==> config.mk <==
export PLATFORM = sky130hd
export DESIGN_NAME = sqrt_req_scheduler
export DESIGN_NICKNAME = d
export VERILOG_FILES = /design/src/rtl/sqrt_req_scheduler_pkg.sv /design/src/rtl/sqrt_req_scheduler_rr_arbiter_nreq.sv /design/src/rtl/sqrt_req_scheduler.sv
export SDC_FILE = /design/constraint.sdc
export NUM_CORES = 1
export LEC_CHECK = 0
export CORE_MARGIN = 1.5
export CORE_UTILIZATION = 40
export CTS_CLUSTER_SIZE = 30
export DETAILED_ROUTE_END_ITERATION = 10
export PLACE_DENSITY = 0.77
export SYNTH_ARGS = -nofsm -noshare
export SYNTH_HDL_FRONTEND = slang
export SYNTH_SLANG_ARGS = --single-unit
export TNS_END_PERCENT = 1
==> constraint.sdc <==
create_clock -name clk -period 1.7 [get_ports clk]
set_clock_uncertainty 0.2 [all_clocks]
set_input_delay 0.17 -clock clk [delete_from_list [all_inputs] [get_ports clk]]
set_output_delay 0.17 -clock clk [all_outputs]
set_load 0.02 [all_outputs]
==> src/rtl/sqrt_req_scheduler_pkg.sv <==
// Shared types and widths for the square-root engine scheduler.
package sqrt_req_scheduler_pkg;

   typedef enum logic [2:0] {
      SCH_IDLE,
      SCH_CLR,
      SCH_LOAD,
      SCH_RUN,
      SCH_DONE
   } sch_state_e;

   localparam int SQRT_IN_W  = 8;
   localparam int SQRT_OUT_W = 4;
   localparam int RSP_ID_W   = 3;

endpackage

==> src/rtl/sqrt_req_scheduler_rr_arbiter_nreq.sv <==
// Combinational round-robin pick: first request scanning upward from last_grant+1, wrapping.
module rr_arbiter_nreq
   import sqrt_req_scheduler_pkg::*;
#(
   parameter int NREQ = 4
) (
   input  logic [NREQ-1:0]     req,
   input  logic [RSP_ID_W-1:0] last_grant,
   output logic [NREQ-1:0]     grant,
   output logic [RSP_ID_W-1:0] grant_id,
   output logic                any_req
);

   logic found;

   always_comb begin
      grant    = '0;
      grant_id = '0;
      found    = 1'b0;
      any_req  = |req;
      // k is the distance past the last winner, so k=NREQ revisits the last winner itself
      for (int k = 1; k <= NREQ; k++) begin
         for (int i = 0; i < NREQ; i++) begin
            if (!found && req[i] && (i == ((int'(last_grant) + k) % NREQ))) begin
               found    = 1'b1;
               grant[i] = 1'b1;
               grant_id = RSP_ID_W'(i);
            end
         end
      end
   end

endmodule

==> src/rtl/sqrt_req_scheduler.sv <==
// Shares one 8-bit square-root engine between NREQ requesters: round-robin pick,
// then clear / load / run / capture with a run-length timeout.
module sqrt_req_scheduler
   import sqrt_req_scheduler_pkg::*;
#(
   parameter int NREQ     = 4,
   parameter int LOAD_CYC = 2,
   parameter int TIMEOUT  = 128
) (
   input  logic                       clk,
   input  logic                       reset,
   input  logic [NREQ-1:0]            req,
   input  logic [SQRT_IN_W*NREQ-1:0]  req_data,
   output logic [NREQ-1:0]            ack,
   output logic                       rsp_valid,
   output logic [RSP_ID_W-1:0]        rsp_id,
   output logic [SQRT_OUT_W-1:0]      rsp_root,
   output logic                       rsp_err,
   output logic                       busy,
   output logic [SQRT_IN_W-1:0]       eng_in,
   output logic                       eng_go,
   output logic                       eng_reset,
   input  logic                       eng_over,
   input  logic [SQRT_OUT_W-1:0]      eng_out
);

   localparam int RUN_W  = $clog2(TIMEOUT);
   localparam int LOAD_W = $clog2(LOAD_CYC + 1);
   localparam logic [RUN_W-1:0]    RUN_LAST   = RUN_W'(TIMEOUT - 1);
   localparam logic [LOAD_W-1:0]   LOAD_LAST  = LOAD_W'(LOAD_CYC - 1);
   localparam logic [RSP_ID_W-1:0] GRANT_INIT = RSP_ID_W'(NREQ - 1);

   sch_state_e            state_q, state_d;
   logic [RSP_ID_W-1:0]   last_grant_q, last_grant_d;
   logic [RSP_ID_W-1:0]   win_id_q, win_id_d;
   logic [SQRT_IN_W-1:0]  win_data_q, win_data_d;
   logic [LOAD_W-1:0]     load_cnt_q, load_cnt_d;
   logic [RUN_W-1:0]      run_cnt_q, run_cnt_d;
   logic [RSP_ID_W-1:0]   rsp_id_q, rsp_id_d;
   logic [SQRT_OUT_W-1:0] rsp_root_q, rsp_root_d;
   logic                  rsp_err_q, rsp_err_d;

   logic [NREQ-1:0]      arb_grant;
   logic [RSP_ID_W-1:0]  arb_id;
   logic                 arb_any;
   logic [SQRT_IN_W-1:0] arb_data;

   rr_arbiter_nreq #(.NREQ(NREQ)) u_arb (
      .req        (req),
      .last_grant (last_grant_q),
      .grant      (arb_grant),
      .grant_id   (arb_id),
      .any_req    (arb_any)
   );

   always_comb begin
      arb_data = '0;
      for (int i = 0; i < NREQ; i++) begin
         if (arb_grant[i]) arb_data = req_data[i*SQRT_IN_W +: SQRT_IN_W];
      end
   end

   always_ff @(posedge clk) begin
      if (reset) begin
         state_q      <= SCH_IDLE;
         last_grant_q <= GRANT_INIT;
         win_id_q     <= '0;
         win_data_q   <= '0;
         load_cnt_q   <= '0;
         run_cnt_q    <= '0;
         rsp_id_q     <= '0;
         rsp_root_q   <= '0;
         rsp_err_q    <= 1'b0;
      end else begin
         state_q      <= state_d;
         last_grant_q <= last_grant_d;
         win_id_q     <= win_id_d;
         win_data_q   <= win_data_d;
         load_cnt_q   <= load_cnt_d;
         run_cnt_q    <= run_cnt_d;
         rsp_id_q     <= rsp_id_d;
         rsp_root_q   <= rsp_root_d;
         rsp_err_q    <= rsp_err_d;
      end
   end

   always_comb begin
      state_d      = state_q;
      last_grant_d = last_grant_q;
      win_id_d     = win_id_q;
      win_data_d   = win_data_q;
      load_cnt_d   = load_cnt_q;
      run_cnt_d    = run_cnt_q;
      rsp_id_d     = rsp_id_q;
      rsp_root_d   = rsp_root_q;
      rsp_err_d    = rsp_err_q;
      case (state_q)
         SCH_IDLE: begin
            if (arb_any) begin
               win_id_d     = arb_id;
               win_data_d   = arb_data;
               last_grant_d = arb_id;
               state_d      = SCH_CLR;
            end
         end
         SCH_CLR: begin
            load_cnt_d = '0;
            state_d    = SCH_LOAD;
         end
         SCH_LOAD: begin
            if (load_cnt_q == LOAD_LAST) begin
               run_cnt_d = '0;
               state_d   = SCH_RUN;
            end else begin
               load_cnt_d = load_cnt_q + LOAD_W'(1);
            end
         end
         SCH_RUN: begin
            // completion is checked first so a result on the last allowed cycle is kept
            if (eng_over) begin
               rsp_root_d = eng_out;
               rsp_err_d  = 1'b0;
               rsp_id_d   = win_id_q;
               state_d    = SCH_DONE;
            end else if (run_cnt_q == RUN_LAST) begin
               rsp_root_d = '0;
               rsp_err_d  = 1'b1;
               rsp_id_d   = win_id_q;
               state_d    = SCH_DONE;
            end else begin
               run_cnt_d = run_cnt_q + RUN_W'(1);
            end
         end
         SCH_DONE: state_d = SCH_IDLE;
         default:  state_d = SCH_IDLE;
      endcase
   end

   always_comb begin
      ack = '0;
      for (int i = 0; i < NREQ; i++) begin
         if ((state_q == SCH_DONE) && (win_id_q == RSP_ID_W'(i))) ack[i] = 1'b1;
      end
   end

   assign rsp_valid = (state_q == SCH_DONE);
   assign rsp_id    = rsp_id_q;
   assign rsp_root  = rsp_root_q;
   assign rsp_err   = rsp_err_q;
   assign busy      = (state_q != SCH_IDLE);
   assign eng_go    = (state_q == SCH_RUN);
   assign eng_in    = ((state_q == SCH_CLR) || (state_q == SCH_LOAD) || (state_q == SCH_RUN))
                      ? win_data_q : '0;
   assign eng_reset = reset || (state_q == SCH_CLR);

endmodule

; Yosys cells after proc, flatten, opt, wreduce, memory -nomap -nowiden
; Cells that the tools add are included.
[classes]
addsub = 6
eq_ne = 27
mux = 71
bitwise_logic = 4
n_reduce_logical = 73
[ops]
columns = cell, n
row1 = zero test 32 bit, 4
row2 = two-way mux 8 bit, 5
row3 = two-way mux 1 bit, 37
row4 = logical AND 1 bit, 35
row5 = two-way mux 2 bit, 15
row6 = equality test 3 bit (first input constant), 8
row7 = two-way mux 7 bit, 3
row8 = two-way mux 3 bit, 6
row9 = zero test 1 bit, 15
row10 = case mux 7 bit (2 select lines), 1
row11 = equality test 2 x 3 -> 1 bit (first input constant), 4
row12 = case mux 3 bit (4 select lines), 1
row13 = inequality test 2 bit (second input constant), 5
row14 = two-way mux 4 bit, 2
row15 = OR reduction 2 bit, 4
row16 = adder 7 x 1 -> 7 bit (second input constant), 1
row17 = equality test 7 bit (second input constant), 1
row18 = adder 2 x 1 -> 2 bit (second input constant), 3
row19 = equality test 3 x 2 -> 1 bit (second input constant), 2
row20 = zero test 3 bit, 2
row21 = AND reduction 2 bit, 3
row22 = nonzero test 2 bit, 3
row23 = adder 2 bit (second input constant), 2
row24 = AND 1 bit (first input constant), 4
row25 = 11 further kinds, 15
[totals]
ff_bits = 32
inputBits = 43
out_inout_bits = 24
wordCells = 190

; Depth between registers and ports, before layout
; Gate-level depths: netlist of run 1.
[logic_depth]
word_depth = 67
ltp_mapped = 7
depth_no_buf = 7

; Modules after synthesis
; From an unflattened synthesis of run 1, not the netlist that was laid out.
[hier_totals]
hier_cells = 257
area_unflattened_um2 = 1884.3
[by_module_without_submodules]
columns = mod, n_inst, cells_per_inst, area_each_um2, seq_area_each_um2
row1 = sqrt_req_scheduler, 1, 231, 1721.7, 660.6
row2 = rr_arbiter_nreq, 1, 26, 162.7, 0.0

; Worst setup path after synthesis of run 1
; OpenSTA, ideal clock, no wires.
[synth_timing]
path_type = register to register
startpoint = register state_q[1]
endpoint = register rsp_root_q[0], in the netlist rsp_root[0]
arrival_time_ps = 1534
required_ps = 1372
path_slack_ps = -162
path_stages_with_launch = 8
path_buffers = 2
period_less_slack_ps = 1862
cell_sequence = dfxtp_1 buf_6 or2b_1 nor2_1 nand2b_1 buf_2 a22oi_1 nor2_1
[synth_via]
elab_chain_len = 2
[synth_lines]
columns = element, line_no
row1 = from (decl), sqrt_req_scheduler.sv:33  ; sch_state_e state_q, state_d;
row2 = from (signal assigned), sqrt_req_scheduler.sv:75  ; state_q <= state_d;
row3 = equality test 3 x 2 -> 1 bit, --
row4 = net eng_go, sqrt_req_scheduler.sv:21  ; output logic eng_go,
row5 = AND reduction 2 bit (no line), --
row6 = to (signal assigned), sqrt_req_scheduler.sv:82  ; rsp_root_q <= rsp_root_d;
row7 = to (decl), sqrt_req_scheduler.sv:40  ; logic [SQRT_OUT_W-1:0] rsp_root_q, rsp_root_d;
; The timed path passes the listed nets, and every way through them passes these cells.
; A chain may end at the register's enable or synchronous reset.

; Worst setup path after layout of run 1
[layout_timing]
startpoint = register state_q[1]
endpoint = register win_data_q[2]
[layout_via]
elab_chain_len = 2
[layout_lines]
columns = element, line_no
row1 = zero test 3 bit, sqrt_req_scheduler.sv:97  ; case (state_q)
row2 = AND reduction 2 bit (no line), --
row3 = to (signal assigned), sqrt_req_scheduler.sv:78  ; win_data_q <= win_data_d;
row4 = to (decl), sqrt_req_scheduler.sv:36  ; logic [SQRT_IN_W-1:0] win_data_q, win_data_d;
; Every way passes these cells.

==> metrics.yaml, run 1 <==
critical_path:
  worstPathArrival_ps: 1750
  path_class: "reg -> reg"
  reg2reg_slack_ps: -50
  startpoint_type: "register"
  endpoint_kind: "register"
  cp.required_ps: 1700
  critPathMaxFanout: 7
clocking:
  root_buffer: "clkbuf_8"
  cts_max_level: 2
  clock_path_buffers: 2
  path_clk_slew_ps: 70
  numCtsBuffers: 5
  clk_latency_ps: 280
  cts_tree: "built"
  cts_sinks: 31
final_layout:
  diodes: 0
  fin_util_pct: 68.2
  layoutNonFillerInstCount: 371
  drive_above_1_share_pct: 34.8
  layout.nets: 363
  final_area_um2: 2950
  syn2layout_area_growth_pct: 64.8
power:
  max-vdd-ir-drop_uv: 682
  pwr-share-comb_pct: 40.0
  pwr-share-clk_pct: 25.2
  powerDensity_nw_per_um2: 833
  power.switching_mw: 0.758
  swShare_pct: 30.9
  p_leak_nw: 1.24
  p_seq_share_pct: 34.8
  p_int_mw: 1.70
synth:
  syn_inst: 209
  synth_warnings: 0
  ys_ff_latch: 31
  yosysTopAreaCell: "dfxtp_1"
  synth_edf_count: 0
  ys_types: 57
  mappedNetlistNets: 254
  yosys-top-cells-area: "dfxtp_1, nor2_1, a221oi_1"
  synthFlopType: "dfxtp_1"
  ys_top_cells_by_count: "dfxtp_1, nor2_1, nand2_1, o21ai_0, inv_1"
  syn-cell-area_um2: 1790
  syn_avg_cell_area_um2: 8.56
  synth.yosys.seq_area_share_pct: 34.7
  async_reset_ff_share_pct: 0
  yosysTopAreaCellShare_pct: 34.7
  yosysMostFrequentCell: "dfxtp_1"
detailed_routing:
  routed_wl_um: 5150
  drtIter0Drc: 80
  viasPerCell: 5.31
  num_vias: 1970
  wl_per_cell_um: 13.9
  drt-pass1-iter-count: 4
  drcViolationCount: 0
  ant_nets: 0
placement:
  placed_cell_area_um2: 2780
  port_buffers: 65
  place_inst: 359
  dpl.hpwl_um: 3840
  gp_congestion: 0.858
status:
  status: "complete, but fails checks"
  violations: "negative setup slack"
timing:
  period_needed_ps: 1750
  tns_ps: -195
  postLayoutSetupSlackWorst_ps: -51.4
  finalCritPeriodShare_pct: 103
  fmax_mhz: 571
  final-max-slew-violation-count: 0
  finalHoldViolations: 0
  rsz0062_at_grt: "yes"
  setup_violations: 9
floorplanning:
  coreArea_um2: 4320
  die_y_um: 69.9
  initial_core_util_pct: 41.4
  io_pins: 67
  die_x_um: 69.9
  dieArea_um2: 4880
  rows: 24
global_route:
  antenna_found_initial: 0
  grt_remaining_overflow: 0
  grt_usage_pct: 21.5
  grt_pass1_vias: 1982
  grt_max_degree: 13
  grt_pass1_wl_um: 8620
hold_path:
  hp-class: "reg -> reg"
job:
  max_cap_violations: 0
-- sequential cells by signal, indices dropped and copies added, names as in the netlist --
register and flops:
win_data_q 8, run_cnt_q 7, rsp_root 4, state_q 3, last_grant_q 2, load_cnt_q 2
rsp_id 2, win_id_q 2, rsp_err 1
-- final timing paths --
check             cells past startpoint             to     startpoint
setup / recovery                      6  win_data_q[2]     state_q[1]
hold / removal                        2  load_cnt_q[1]  load_cnt_q[1]
setup reg to reg                      6  win_data_q[2]     state_q[1]
hold reg to reg                       2  load_cnt_q[1]  load_cnt_q[1]
-- worst max-delay path, stage by stage, from the launching register on --
cell	delay (ps)
dfxtp_2	340
buf_4	130
or3_4	360
nand2b_4	220
nor2_8	150
o211ai_1	110
o22ai_1	160
-- stage by stage --
stage / total power, mW / hold slack (ps) / worst slack (ps)
finish: 2.46 / 298 / -51.4
global route: 2.60 / 327 / -136
CTS: 2.45 / 301 / -59.4
detailed placement: 1.77 / 287 / -439
global placement: 1.76 / 278 / -396
floorplan: 1.38 / 118 / -31.0
-- area by class of cell --
class / count / area, µm²
clock buffers: 8 / 100
inverters: 9 / 33.8
fillers: 351 / 1380
repair buffers: 115 / 980
well taps: 52 / 65.1
flip-flops and latches: 31 / 624
multi-input cells: 156 / 1140
-- logic make-up (layout without fill, tap and decap cells) --
family / Yosys count / count (layout) / synth area share (%)
muxes: 3 / 3 / 1.75
and+or+nand+nor: 77 / 77 / 24.1
AOI/OAI and AO/OA: 71 / 71 / 30.0
adders and majority gates: 2 / 2 / 1.40
DFF: 31 / 31 / 34.7
buffers and inverters: 22 / 132 / 6.85
xor gates and xnor gates: 2 / 2 / 0.979
other: 1 / 1 / 0.210
-- metal layers --
layer	vias to the layer above	track usage, %	share of wire, %
li1	995	-	-
met1	909	27.0	45
met2	58	36.5	49
met3	8	4.47	4.5
met4	0	7.26	1.7
met5	-	0	0
-- cell usage in the layout (no fill, tap or decap), types with 3 or more instances in the layout --
cell type,synthesis,layout
nor3_1,4,4
a22oi_1,6,5
buf_2,4,15
dfxtp_2,0,3
o211ai_1,4,4
a2bb2oi_2,2,6
inv_1,9,9
clkbuf_8,0,7
nand2_2,2,3
a21oi_1,7,7
o21ai_1,2,4
and2_1,8,8
dfxtp_1,31,28
nor2_1,26,23
o22ai_1,8,8
nor2_2,0,3
dlygate4sd2_1,0,4
a221oi_1,8,8
clkdlybuf4s50_1,0,45
nand2_1,13,12
buf_6,3,3
buf_4,3,46
o21ai_0,13,11
-- power by group through the flow --
stage          clock, mW  sequential [mW]  combinational [mW]
4_1_cts            0.635            0.851               0.966
5_1_grt            0.671            0.865                1.06
3_5_place_dp           0            0.861               0.912
6_report           0.619            0.855               0.982
2_1_floorplan          0            0.846               0.532
3_3_place_gp           0            0.859               0.899
-- what timing repair did --
item	CTS	global route
setup buffers	4	0
setup endpoints to repair	35	38
pin swaps	6	1
hold buffers	0	0
resized for setup	81	16
(Power assumes the default switching activity.)
==> run 2: changes to the inputs <==
- ABC_AREA: not set -> 1
- CORE_UTILIZATION: 40 -> 41
==> metrics.yaml, run 2 <==
synth:
  syn_avg_cell_area_um2: 6.58  # was 8.56 µm²
  async_reset_ff_share_pct: 0  # unchanged
  ys_types: 31  # was 57
  yosysMostFrequentCell: "nand2_1"  # was dfxtp_1
  synth.yosys.seq_area_share_pct: 31.7  # was 34.7%
  mappedNetlistNets: 342  # was 254
  synth_edf_count: 0  # unchanged
  synth_warnings: 0  # unchanged
  yosysTopAreaCell: "dfxtp_1"  # unchanged
  syn_inst: 297  # was 209
  synthFlopType: "dfxtp_1"  # unchanged
  ys_top_cells_by_count: "nand2_1, inv_1, nor2_1"  # was dfxtp_1, nor2_1, nand2_1, o21ai_0, inv_1
  yosysTopAreaCellShare_pct: 31.7  # was 34.7%
  syn-cell-area_um2: 1960  # was 1790 µm²
  yosys-top-cells-area: "dfxtp_1, nand2_1, inv_1"  # was dfxtp_1, nor2_1, a221oi_1
  ys_ff_latch: 31  # unchanged
clocking:
  cts_max_level: 2  # unchanged
  root_buffer: "clkbuf_8"  # unchanged
  numCtsBuffers: 5  # unchanged
  cts_tree: "built"  # unchanged
  cts_sinks: 31  # unchanged
  clock_path_buffers: 2  # unchanged
  hold_buffers: 0  # unchanged
  path_clk_slew_ps: 70  # about the same
  clk_latency_ps: 280  # about the same
hold_path:
  min_to: "rsp_root[2]"  # was load_cnt_q[1]
  hp-class: "reg -> reg"  # unchanged
  min_from: "rsp_root[2]"  # was load_cnt_q[1]
  holdPathStages: 2  # unchanged
floorplanning:
  io_pins: 67  # unchanged
  initial_core_util_pct: 43.7  # was 41.4%
  die_y_um: 72.1  # was 69.9 µm
  coreArea_um2: 4470  # was 4320 µm²
  rows: 24  # unchanged
  die_x_um: 72.1  # was 69.9 µm
  dieArea_um2: 5190  # was 4880 µm²
timing:
  final-max-slew-violation-count: 0  # unchanged
  fmax_mhz: 456  # was 571 MHz
  finalHoldViolations: 0  # unchanged
  setup_violations: 19  # was 9
  rsz0062_at_grt: "yes"  # unchanged
  tns_ps: -6020  # was -195 ps
  period_needed_ps: 2190  # was 1750 ps
  finalCritPeriodShare_pct: 129  # was 103%
  postLayoutSetupSlackWorst_ps: -492  # was -51.4 ps
status:
  violations: "negative setup slack"  # unchanged
  status: "complete, but fails checks"  # unchanged
global_route:
  grt_pass1_wl_um: 9730  # was 8620 µm
  grt_remaining_overflow: 0  # unchanged
  grt_max_degree: 18  # was 13
  antenna_found_initial: 0  # unchanged
  grt_usage_pct: 23.4  # was 21.5%
  grt_pass1_vias: 2205  # was 1,982
critical_path:
  startpoint_type: "register"  # unchanged
  reg2regPathDepth: 12  # was 6
  r2r-end: "win_data_q[3]"  # was win_data_q[2]
  reg2reg_from: "last_grant_q[0]"  # was state_q[1]
  path_class: "reg -> reg"  # unchanged
  endpoint_kind: "register"  # unchanged
  worstPathArrival_ps: 2200  # was 1750 ps
  critPathMaxFanout: 6  # was 7
  reg2reg_slack_ps: -490  # was -50 ps
  cp.required_ps: 1710  # was 1700 ps
final_layout:
  layout_commonest_cell: "buf_4"  # unchanged
  largest_reg_flops: 8  # unchanged
  diodes: 0  # unchanged
  layout.nets: 469  # was 363
  largest-register: "win_data_q"  # unchanged
  drive_above_1_share_pct: 30.4  # was 34.8%
  final_cell_mix: "buf_4, nand2_1, clkdlybuf4s50_1"  # was buf_4, clkdlybuf4s50_1, dfxtp_1
  layoutNonFillerInstCount: 476  # was 371
  nFillCells: 331  # was 351
  syn2layout_area_growth_pct: 65.7  # was 64.8%
detailed_routing:
  drcViolationCount: 0  # unchanged
  routed_wl_um: 6170  # was 5150 µm
  num_vias: 2372  # was 1,970
  viasPerCell: 4.98  # was 5.31
  wl_per_cell_um: 13.0  # was 13.9 µm
  drtIter0Drc: 102  # was 80
  ant_nets: 0  # unchanged
  drt-pass1-iter-count: 4  # unchanged
power:
  max-vdd-ir-drop_uv: 969  # was 682 µV
  powerDensity_nw_per_um2: 1480  # was 833 nW/µm²
  p_leak_nw: 1.53  # was 1.24 nW
placement:
  gp_congestion: 0.898  # was 0.858
  dpl.hpwl_um: 4700  # was 3840 µm
  place_inst: 467  # was 359
  port_buffers: 65  # unchanged
job:
  max_cap_violations: 0  # unchanged
==> run 2: worst max path at each step <==
stage,startpoint,to,slack [ps],cells past startpoint
2_1_floorplan,last_grant_q[0],win_data_q[4],-280,12
3_3_place_gp,req[0],win_data_q[2],-540,12
3_5_place_dp,req[2],win_data_q[3],-630,12
4_1_cts,last_grant_q[0],win_data_q[1],-440,12
5_1_grt,last_grant_q[0],win_data_q[3],-650,12
6_report,last_grant_q[0],win_data_q[3],-490,12
==> run 2: report_power, final <==
group	internal, mW	total [mW]	switching (mW)
logic	1.35	3.08	1.73
registers	0.964	1.14	0.179
clock network	0.317	0.579	0.262
==> run 2: final cells by class <==
cell class / count / area, µm² / area share, %
clock buffers: 6 / 82.6 / 2.55
clock inverters: 1 / 5.00 / 0.154
inverters: 51 / 191 / 5.91
multi-input cells: 211 / 1230 / 38.1
flip-flops and latches: 31 / 631 / 19.5
well taps: 52 / 65.1 / 2.01
repair buffers: 124 / 1030 / 31.9
==> run 2: critical path, cell delays in order, from the launching register on <==
cell	delay, ps
dfxtp_4	380
buf_6	120
nand3_4	70
nand2_4	60
nor2_4	130
nand4_4	100
nor2_4	160
nand4_4	130
nor2_8	210
nand4_4	180
a21oi_2	170
nor2_1	60
a21oi_1	150
==> run 2: cells by family after synthesis <==
| kind of cell | Yosys count | share of synthesized area, % |
|---|---|---|
| and+or+nand+nor | 143 | 37.5 |
| AOI/OAI and AO/OA | 63 | 17.9 |
| buffers and inverters | 56 | 11.0 |
| DFF | 31 | 31.7 |
| adders and majority gates | 2 | 1.28 |
| xor gates and xnor gates | 1 | 0.448 |
| other | 1 | 0.192 |
==> run 2: timing repair <==
| action | 4_1_cts | 5_1_grt |
|---|---|---|
| hold endpoints to repair | 0 | 0 |
| pin swaps | 1 | 11 |
| endpoints found under the setup margin | 38 | 35 |
| cloned | 0 | 1 |
| resized for setup | 73 | 31 |
| buffers inserted | 0 | 1 |
==> run 2: routing by layer <==
metal | vias to the layer above | global-route usage, % | part of all wire (%)
met5 | - | 0 | 0
met4 | 0 | 6.08 | 1.1
met3 | 11 | 4.58 | 3.7
met2 | 51 | 40.7 | 49
met1 | 1086 | 29.7 | 47
li1 | 1224 | - | -
==> run 2: through the flow <==
stage	instance area (µm²)	util, %	setup WS (ps)	total power [mW]	hold slack (ps)
5_1_grt	3240	72.4	-652	5.18	284
2_1_floorplan	1960	-	-277	2.83	136
3_5_place_dp	3080	68.9	-627	4.08	250
6_report	3240	72.4	-492	4.80	258
3_3_place_gp	3080	68.9	-543	4.03	237
4_1_cts	3160	70.7	-438	4.63	260
